==> src/rtl/ap_hs_perf_recorder.sv <==
// ap_hs_perf_recorder: per-transaction latency/interval recorder for ap_ctrl_hs.
// Optional stall counting is built when AP_HS_PERF_STALL_EN is defined.
module ap_hs_perf_recorder #(
  parameter int TS_W    = 32,
  parameter int MAX_OUT = 4,
  parameter int DEPTH   = 16
) (
  input  logic            ap_clk,
  input  logic            ap_rst_n,
  input  logic            mon_start,
  input  logic            mon_ready,
  input  logic            mon_done,
  input  logic            enable,
  input  logic            clear,
  output logic            rec_valid,
  input  logic            rec_ready,
  output logic [TS_W-1:0] rec_latency,
  output logic [TS_W-1:0] rec_interval,
  output logic [TS_W-1:0] rec_stall,
  output logic [15:0]     drop_cnt,
  output logic [15:0]     orphan_cnt,
  output logic            busy
);

  localparam int QA = (MAX_OUT > 1) ? $clog2(MAX_OUT) : 1;
  localparam int QC = $clog2(MAX_OUT + 1);
  localparam int FA = $clog2(DEPTH);
  localparam int FC = $clog2(DEPTH + 1);

  typedef enum logic {
    S_IDLE,
    S_BUSY
  } state_t;

  state_t          state;
  logic [TS_W-1:0] ts;
  logic [TS_W-1:0] last_ts;
  logic            first;

  logic [TS_W-1:0] q_ts  [MAX_OUT];
  logic [TS_W-1:0] q_int [MAX_OUT];
  logic [QA-1:0]   q_wp;
  logic [QA-1:0]   q_rp;
  logic [QC-1:0]   q_cnt;

  logic [TS_W-1:0] f_lat [DEPTH];
  logic [TS_W-1:0] f_int [DEPTH];
  logic [FA-1:0]   f_wp;
  logic [FA-1:0]   f_rp;
  logic [FC-1:0]   f_cnt;

  logic            acc_req;
  logic            dn;
  logic            q_empty;
  logic            q_full;
  logic            q_push;
  logic            q_pop;
  logic            acc_drop;
  logic            orphan;
  logic            f_full;
  logic            f_push;
  logic            f_pop;
  logic            rec_drop;
  logic [TS_W-1:0] new_int;
  logic [TS_W-1:0] pop_lat;
  logic [1:0]      drop_inc;
  logic [16:0]     drop_sum;

  function automatic logic [QA-1:0] q_nxt(
    input logic [QA-1:0] p
  );
    return (p == QA'(MAX_OUT - 1)) ? '0 : p + 1'b1;
  endfunction

  function automatic logic [FA-1:0] f_nxt(
    input logic [FA-1:0] p
  );
    return (p == FA'(DEPTH - 1)) ? '0 : p + 1'b1;
  endfunction

  // Event decode; a pop in the same cycle frees queue space for an accept
  always_comb begin
    acc_req  = mon_start & mon_ready & enable;
    dn       = mon_done & enable;
    q_empty  = (q_cnt == '0);
    q_full   = (q_cnt == QC'(MAX_OUT));
    q_pop    = dn & ~q_empty;
    q_push   = acc_req & (~q_full | q_pop);
    acc_drop = acc_req & ~q_push;
    orphan   = dn & q_empty;
    rec_valid = (f_cnt != '0);
    f_full   = (f_cnt == FC'(DEPTH));
    f_pop    = rec_valid & rec_ready;
    f_push   = q_pop & (~f_full | f_pop);
    rec_drop = q_pop & ~f_push;
    new_int  = first ? '0 : ts - last_ts;
    pop_lat  = ts - q_ts[q_rp];
    drop_inc = {1'b0, acc_drop} + {1'b0, rec_drop};
    drop_sum = {1'b0, drop_cnt} + {15'd0, drop_inc};
  end

  // Free-running timestamp and last-accept tracking
  always_ff @(posedge ap_clk or negedge ap_rst_n) begin
    if (!ap_rst_n) begin
      ts      <= '0;
      last_ts <= '0;
      first   <= 1'b1;
    end else if (clear) begin
      ts      <= '0;
      last_ts <= '0;
      first   <= 1'b1;
    end else begin
      ts <= ts + 1'b1;
      if (q_push) begin
        last_ts <= ts;
        first   <= 1'b0;
      end
    end
  end

  // Start queue storage; pointers alone define validity
  always_ff @(posedge ap_clk) begin
    if (q_push) begin
      q_ts[q_wp]  <= ts;
      q_int[q_wp] <= new_int;
    end
  end

  // Start queue pointers and occupancy
  always_ff @(posedge ap_clk or negedge ap_rst_n) begin
    if (!ap_rst_n) begin
      q_wp  <= '0;
      q_rp  <= '0;
      q_cnt <= '0;
    end else if (clear) begin
      q_wp  <= '0;
      q_rp  <= '0;
      q_cnt <= '0;
    end else begin
      if (q_push) q_wp <= q_nxt(q_wp);
      if (q_pop)  q_rp <= q_nxt(q_rp);
      if (q_push && !q_pop)
        q_cnt <= q_cnt + 1'b1;
      else if (q_pop && !q_push)
        q_cnt <= q_cnt - 1'b1;
    end
  end

  // Record FIFO storage
  always_ff @(posedge ap_clk) begin
    if (f_push) begin
      f_lat[f_wp] <= pop_lat;
      f_int[f_wp] <= q_int[q_rp];
    end
  end

  // Record FIFO pointers and occupancy
  always_ff @(posedge ap_clk or negedge ap_rst_n) begin
    if (!ap_rst_n) begin
      f_wp  <= '0;
      f_rp  <= '0;
      f_cnt <= '0;
    end else if (clear) begin
      f_wp  <= '0;
      f_rp  <= '0;
      f_cnt <= '0;
    end else begin
      if (f_push) f_wp <= f_nxt(f_wp);
      if (f_pop)  f_rp <= f_nxt(f_rp);
      if (f_push && !f_pop)
        f_cnt <= f_cnt + 1'b1;
      else if (f_pop && !f_push)
        f_cnt <= f_cnt - 1'b1;
    end
  end

  // Saturating drop and orphan counters
  always_ff @(posedge ap_clk or negedge ap_rst_n) begin
    if (!ap_rst_n) begin
      drop_cnt   <= '0;
      orphan_cnt <= '0;
    end else if (clear) begin
      drop_cnt   <= '0;
      orphan_cnt <= '0;
    end else begin
      drop_cnt <= drop_sum[16] ? 16'hffff : drop_sum[15:0];
      if (orphan && orphan_cnt != 16'hffff)
        orphan_cnt <= orphan_cnt + 1'b1;
    end
  end

  // Transaction FSM: busy while any accept is outstanding
  always_ff @(posedge ap_clk or negedge ap_rst_n) begin
    if (!ap_rst_n) begin
      state <= S_IDLE;
    end else if (clear) begin
      state <= S_IDLE;
    end else begin
      unique case (state)
        S_IDLE: if (q_push) state <= S_BUSY;
        S_BUSY: begin
          if (q_pop && !q_push && q_cnt == QC'(1))
            state <= S_IDLE;
        end
      endcase
    end
  end

  assign busy = (state == S_BUSY);

  assign rec_latency  = rec_valid ? f_lat[f_rp] : '0;
  assign rec_interval = rec_valid ? f_int[f_rp] : '0;

`ifdef AP_HS_PERF_STALL_EN
  logic [TS_W-1:0] stall_cnt;
  logic [TS_W-1:0] q_st [MAX_OUT];
  logic [TS_W-1:0] f_st [DEPTH];

  // Stall cycles accumulated toward the next accept
  always_ff @(posedge ap_clk or negedge ap_rst_n) begin
    if (!ap_rst_n) begin
      stall_cnt <= '0;
    end else if (clear) begin
      stall_cnt <= '0;
    end else if (acc_req) begin
      stall_cnt <= '0;
    end else if (mon_start && !mon_ready && stall_cnt != '1) begin
      stall_cnt <= stall_cnt + 1'b1;
    end
  end

  // Stall value travels with its queue entry into the record
  always_ff @(posedge ap_clk) begin
    if (q_push) q_st[q_wp] <= stall_cnt;
    if (f_push) f_st[f_wp] <= q_st[q_rp];
  end

  assign rec_stall = rec_valid ? f_st[f_rp] : '0;
`else
  assign rec_stall = '0;
`endif

endmodule

==> config.mk <==
export PLATFORM = sky130hd
export DESIGN_NAME = ap_hs_perf_recorder
export DESIGN_NICKNAME = d
export VERILOG_FILES = /design/src/rtl/ap_hs_perf_recorder.sv
export SDC_FILE = /design/constraint.sdc
export NUM_CORES = 1
export LEC_CHECK = 0
export ABC_AREA = 1
export CAP_MARGIN = 20
export CORE_MARGIN = 4
export CORE_UTILIZATION = 56
export DETAILED_ROUTE_END_ITERATION = 8
export PLACE_DENSITY_LB_ADDON = 0.1
export SETUP_SLACK_MARGIN = 0.2
export SYNTH_ARGS = -nofsm -noshare
export SYNTH_HDL_FRONTEND = slang
export SYNTH_SLANG_ARGS = --single-unit
==> constraint.sdc <==
create_clock -name ap_clk -period 4.35 [get_ports ap_clk]
set_clock_uncertainty 0.2 [all_clocks]
set_input_delay 0.6525 -clock ap_clk [delete_from_list [all_inputs] [get_ports ap_clk]]
set_output_delay 0.6525 -clock ap_clk [all_outputs]
set_load 0.02 [all_outputs]
==> reports/metrics.yaml, run 1 <==
outcome: "completed"
mostFrequentLayoutCell: "edfxtp_1"
p_leak_nw: 24.77
mostFrequentLayoutCells: "edfxtp_1, nor2_1, o21ai_0"
yosysTopAreaCell: "edfxtp_1"
ys_seq_area_share_pct: 68.63
highest_layer: "met4"
fin_cells: 6942
drt_pass1_iterations: 6
synthFlopType: "edfxtp_1"
worstMarginPinSlew_ns: 0.9408
cts_htree_levels: 4
grt_pass1_wl_um: 242900
track_usage_pct: 28.32
die_x_um: 336.2
die_area_um2: 113000
max_freq_mhz: 243.9
slowest_stage: "clkdlybuf4s50_1"
vias_per_cell: 6.008
setup_viol: 0
nNetsFinal: 5521
antenna_found_initial: 2
finalWorstSetupSlack_ns: 0.2504
num_io_pins: 138
critPathBufInv: 2
synth_area_leaders: "edfxtp_1, nor2_1, o21ai_0"
die_y_um: 336.2
crit_required_ns: 3.50
slew_viol_final: 0
cts-root-buf: "clkbuf_16"
initial_core_util_pct: 56.34
synth_area_per_cell_um2: 11.49
wl_met2_um: 77260
finalWirelength_um: 161400
ys_seq_elements: 1398
synthArstFlopShare_pct: 8.441
finalHoldViolCount: 0
grt_overflow: 0
finalCritPeriodShare_pct: 94.24
fin_area_um2: 68900
grt_max_degree: 79
dpl.hpwl_um: 93440
clk_path_buf_depth: 3
cp.arrival_ns: 3.25
cts_buffers: 144
final_antenna_net_count: 0
syn-cell-area_um2: 60310
place_ws_ns: 0.5276
power_density_nw_per_um2: 523.8
drt_iter0_markers: 4339
clk_latency_ns: 0.74
finalPower_mw: 36.09
placed_cell_area_um2: 63940
max_slew_margin_pct: 37.21
synthDistinctLibCells: 46
hold_path_class: "flop to flop"
n_antenna_cell: 0
synth_top_cell_area_share_pct: 63.73
slowest_delay_ns: 0.65
path_clk_slew_ns: 0.06
worst_setup_path_start_kind: "flop"
syn_inst: 5251
vias: 41710
yosysWarnings: 0
row_count: 120
fin_crit_ns: 4.100
end_kind: "primary output"
critical_path.top_delay_family: "buffers and inverters"
path_class: "flop to primary output"
dpl.cell_count: 6662
cts_tree: "built"
core_region_area_um2: 107100
max_cap_violations: 0
cts_sinks: 1398
fin_hold_ws_ns: 0.2832
critPathMaxFanout: 71
drt-met1-wl_um: 67850
rsz0062_at_grt: "yes"
routabilityCongestion: 0.9413
final_layout_size_suffix_gt1_share_pct: 8.377
drc_errors: 0
grt_pass1_vias: 39680
wl_met3_um: 12100
synth_edf_count: 1280
area_delta_synth_final_pct: 14.25
port-buffer-count: 105
ir_worst_vdd_uv: 343.2
routedWlPerCell_um: 23.25
crit_path_cell_trace: "buf_16 -> o21ai_0 -> o221ai_1 -> nand3_1 -> a21oi_4 -> clkdlybuf4s50_1"
==> worst register-to-register path: stages (launching register included) <==
cell and delay [ns]:
dfrtp_4 0.50, inv_4 0.34, buf_4 0.28, nand2_1 0.08, a32o_1 0.23, ha_1 0.38
a21oi_1 0.29, o21ai_0 0.18, nand2_1 0.10, nand2_1 0.05, a21oi_1 0.16, nand2_1 0.07
nand2_1 0.06, nand2_1 0.42
==> logic make-up after synthesis <==
family	count (synthesis)	synth area share, %
buffers and inverters	633	4.498
other	1	0.006218
adder cells (fa/ha/maj)	87	1.855
AO/OA/AOI/OAI	1298	12.52
flip-flops	1398	68.63
XOR/XNOR	54	0.7842
AND/OR/NAND/NOR	1780	11.70
==> routing by layer <==
| metal | vias to the layer above | track usage [%] |
|---|---|---|
| li1 | 19130 | - |
| met4 | 0 | 8.478 |
| met3 | 272 | 4.086 |
| met1 | 20660 | 40.14 |
| met5 | - | 0 |
| met2 | 1648 | 46.07 |
==> layout make-up <==
cell class,count,area [um2]
clock buffers,202,3958
clock inverters,57,501.7
fillers,8143,38150
inverters,318,1237
multi-input cells,3251,16550
flip-flops and latches,1398,41410
well taps,1403,1755
repair buffers,312,3483
repair inverters,1,8.758
==> synthesized netlist by cell type, types with 10 or more instances <==
cell,count
edfxtp_1,1280
nor2_1,934
o21ai_0,648
nand2_1,596
inv_1,311
o211ai_1,200
a21oi_1,190
clkbuf_1,186
nand3_1,154
dfrtp_1,117
o22ai_1,111
ha_1,83
o221ai_1,57
buf_2,56
nor3_1,48
o21ai_1,45
xor2_1,44
buf_4,42
nand4_1,35
a32o_1,29
buf_1,17
buf_6,13
xnor2_1,10
==> path summary, 6_finish.rpt <==
path	start	to	slack, ns	depth (start not counted)
max	f_rp[1]$_DFFE_PN0P_	rec_latency[26]	0.25	6
min	f_cnt[4]$_DFFE_PN0P_	f_cnt[4]$_DFFE_PN0P_	0.28	2
max reg2reg	q_rp[0]$_DFFE_PN0P_	f_lat[11][27]$_DFFE_PP_	0.56	13
min reg2reg	f_cnt[4]$_DFFE_PN0P_	f_cnt[4]$_DFFE_PN0P_	0.28	2
max in group asynchronous	ap_rst_n	drop_cnt[13]$_DFF_PN0_	2.61	3
min in group asynchronous	ap_rst_n	f_wp[3]$_DFFE_PN0P_	0.37	2
==> power breakdown <==
group	switching (mW)	internal, mW	leakage, nW
registers	0.106	15.3	13.2
clock network	4.99	6.72	2.17
logic	6.11	2.85	9.43
total	11.2	24.9	24.8
==> per-stage QoR <==
stage               utilization, %  TNS [ns]
floorplan                        -   -240.44
global placement             59.72         0
detailed placement           59.72         0
CTS                          64.22         0
global route                 64.37         0
finish                       64.37         0
==> registers in the layout (all words and copies together) (netlist names) <==
register    count
f_int         512
f_lat         512
q_int         128
q_ts          128
last_ts        32
ts             32
drop_cnt       16
orphan_cnt     16
f_cnt           5
f_rp            4
f_wp            4
q_cnt           3
q_rp            2
q_wp            2
busy            1
first           1
==> what timing repair did <==
item / 4_1_cts / 5_1_grt
hold buffers: 1 / 0
pin swaps: 2 / 2
resized for setup: 75 / 48
cloned: 6 / 2
setup endpoints to repair: 63 / 32
setup buffers: 7 / 3
endpoints found under the hold margin: 56 / 0
No activity file was read; power rests on OpenSTA's default activity.
==> run 2, diff against run 1 <==
--- a/config.mk
+++ b/config.mk
@@ -11,7 +11,7 @@
 export CORE_UTILIZATION = 56
 export DETAILED_ROUTE_END_ITERATION = 8
 export PLACE_DENSITY_LB_ADDON = 0.1
-export SETUP_SLACK_MARGIN = 0.2
+export SETUP_SLACK_MARGIN = 0.5
 export SYNTH_ARGS = -nofsm -noshare
 export SYNTH_HDL_FRONTEND = slang
 export SYNTH_SLANG_ARGS = --single-unit
==> run 2 against run 1 <==
  * Die area is the same
  * Non-clock buffer count grew 19
  * Flip-flop and latch count is the same
  * Largest cell class unchanged
  * Global-route usage grew 0.76 points
  * Sequential power is essentially flat
  * Count of clock-buffer cells in the layout is the same
  * Sequential share of layout area shrank 0.48 points
  * Clock power is essentially flat
  * Routed wire length grew 2.4%
  * Setup slack gained 0.29 ns
  * Register-to-register slack gained 0.17 ns
  * Design area grew 0.80%
==> reports/metrics.yaml, run 2 (same netlist as run 1, synthesis figures left out) <==
outcome: "completed"  # unchanged
mostFrequentLayoutCell: "edfxtp_1"  # unchanged
end_kind: "primary output"  # unchanged
port-buffer-count: 105  # unchanged
antenna_found_initial: 3  # was 2
rsz0062_at_grt: "yes"  # unchanged
hold_end: "f_cnt[4]$_DFFE_PN0P_"  # unchanged
fin_hold_ws_ns: 0.2833  # was 0.2832 ns
track_usage_pct: 29.08  # was 28.32%
slowest_stage: "dfrtp_4"  # was clkdlybuf4s50_1
grt_pass1_vias: 40140  # was 39680
clk_latency_ns: 0.75  # was 0.74 ns
area_delta_synth_final_pct: 15.17  # was 14.25%
finalWirelength_um: 165300  # was 161400 um
max_slew_margin_pct: 36.62  # was 37.21%
n_antenna_cell: 0  # unchanged
max_cap_violations: 0  # unchanged
hold_path_class: "flop to flop"  # unchanged
die_area_um2: 113000  # unchanged
num_io_pins: 138  # unchanged
routabilityCongestion: 0.9413  # unchanged
finalCritPeriodShare_pct: 87.65  # was 94.24%
fin_crit_ns: 3.813  # was 4.100 ns
drt_pass1_iterations: 6  # unchanged
vias: 42190  # was 41710
ir_worst_vdd_uv: 402.0  # was 343.2 uV
cts_tree: "built"  # unchanged
finish.utilization_pct: 64.88  # was 64.37%
core_region_area_um2: 107100  # unchanged
cts_htree_levels: 4  # unchanged
cp.arrival_ns: 2.96  # was 3.25 ns
max_freq_mhz: 262.3  # was 243.9 MHz
finalPower_mw: 36.85  # was 36.09 mW
dpl.hpwl_um: 93440  # unchanged
routedWlPerCell_um: 23.73  # was 23.25 um
drc_errors: 0  # unchanged
r2r_slack_ns: 0.73  # was 0.56 ns
slew_viol_final: 0  # unchanged
hold_start: "f_cnt[4]$_DFFE_PN0P_"  # unchanged
final_layout_size_suffix_gt1_share_pct: 10.11  # was 8.377%
finalWorstSetupSlack_ns: 0.5374  # was 0.2504 ns
grt_overflow: 0  # unchanged
worst_setup_path_start_kind: "flop"  # unchanged
p_leak_nw: 24.81  # was 24.77 nW
grt_max_degree: 79  # unchanged
crit_required_ns: 3.50  # about the same
cts-root-buf: "clkbuf_16"  # unchanged
slowest_delay_ns: 0.54  # was 0.65 ns
place_ws_ns: 0.5276  # unchanged
drt_iter0_markers: 4274  # was 4339
nNetsFinal: 5543  # was 5521
crit_path_cell_trace: "buf_12 -> clkinv_16 -> buf_16 -> buf_4 -> buf_16 -> nor2_1 -> o221ai_1 -> nand3_1 -> a21oi_2 -> buf_4"  # was buf_16 -> o21ai_0 -> o221ai_1 -> nand3_1 -> a21oi_4 -> clkdlybuf4s50_1
finalHoldViolCount: 0  # unchanged
grt_pass1_wl_um: 248100  # was 242900 um
worstHoldPathCells: 2  # unchanged
die_x_um: 336.2  # unchanged
die_y_um: 336.2  # unchanged
final_antenna_net_count: 0  # unchanged
initial_core_util_pct: 56.34  # unchanged
clk_path_buf_depth: 3  # unchanged
critPathMaxFanout: 24  # was 71
path_clk_slew_ns: 0.06  # about the same
path_class: "flop to primary output"  # unchanged
cts_buffers: 144  # unchanged
r2r_cells: 12  # was 13
cts_sinks: 1398  # unchanged
vias_per_cell: 6.058  # was 6.008
row_count: 120  # unchanged
reg_top3: "f_int: 512 flops, f_lat: 512 flops"  # unchanged
fillers: 8068  # was 8143
setup_viol: 0  # unchanged
worstMarginPinSlew_ns: 0.9497  # was 0.9408 ns
power_density_nw_per_um2: 530.5  # was 523.8 nW/um2
mostFrequentLayoutCells: "edfxtp_1, nor2_1, o21ai_0"  # unchanged
r2r_start: "q_rp[1]$_DFFE_PN0P_"  # was q_rp[0]$_DFFE_PN0P_
r2r-end: "f_lat[5][16]$_DFFE_PP_"  # was f_lat[11][27]$_DFFE_PP_
## run 2: per-stage QoR
stage	area (um2)	setup TNS, ns	std cells
5_1_grt	69460	0	6964
3_3_place_gp	63930	0	6661
3_5_place_dp	63940	0	6662
2_1_floorplan	60430	-240.44	5282
4_1_cts	69380	0	6956
6_report	69460	0	6964
## run 2: cell type report
class | instances | area [um2] | share of cell area [%]
Sequential cell | 1398 | 41410 | 59.62
Multi-Input combinational cell | 3251 | 16690 | 24.03
Clock buffer | 202 | 3958 | 5.698
Timing Repair Buffer | 331 | 3830 | 5.514
Tap cell | 1403 | 1755 | 2.527
Inverter | 318 | 1275 | 1.836
Clock inverter | 57 | 501.7 | 0.7223
Timing Repair inverter | 4 | 37.54 | 0.05404
## run 2: layer usage
layer	global-route usage [%]	share of wire, %
met1	41.13	41
met2	47.14	48
met3	4.334	8.0
met4	9.021	2.9
met5	0	0.016
## run 2: critical path: cells and delay by family, from the launching register on
family                 cells  cell delay (ns)
AND/OR/NAND/NOR            2             0.21
AO/OA/AOI/OAI              2             0.45
flip-flops                 1             0.54
buffers and inverters      6             0.97
## run 2: repair_timing
action / 4_1_cts / 5_1_grt
hold buffers: 1 / 0
resized for setup: 215 / 94
setup endpoints to repair: 64 / 268
pin swaps: 11 / 23
buffers inserted: 12 / 4
cloned: 22 / 2
hold endpoints to repair: 56 / 0
## run 2: how the worst max path moves through the flow
stage,start,cells after the start,end,slack [ns]
CTS,f_rp[1]$_DFFE_PN0P_,7,rec_interval[27],0.40
global route,f_rp[1]$_DFFE_PN0P_,6,rec_interval[5],0.44
floorplan,enable,6,f_int[11][0]$_DFFE_PP_,-0.29
global placement,f_rp[0]$_DFFE_PN0P_,8,rec_latency[20],0.62
finish,f_rp[0]$_DFFE_PN0P_,10,rec_latency[20],0.54
detailed placement,enable,13,drop_cnt[15]$_DFF_PN0_,0.53
## run 2: where the power goes
part | switching [mW] | internal, mW | leakage, nW
registers | 0.0982 | 15.3 | 13.2
logic | 6.44 | 3.26 | 9.47
clock network | 5.02 | 6.72 | 2.17
total | 11.6 | 25.3 | 24.8
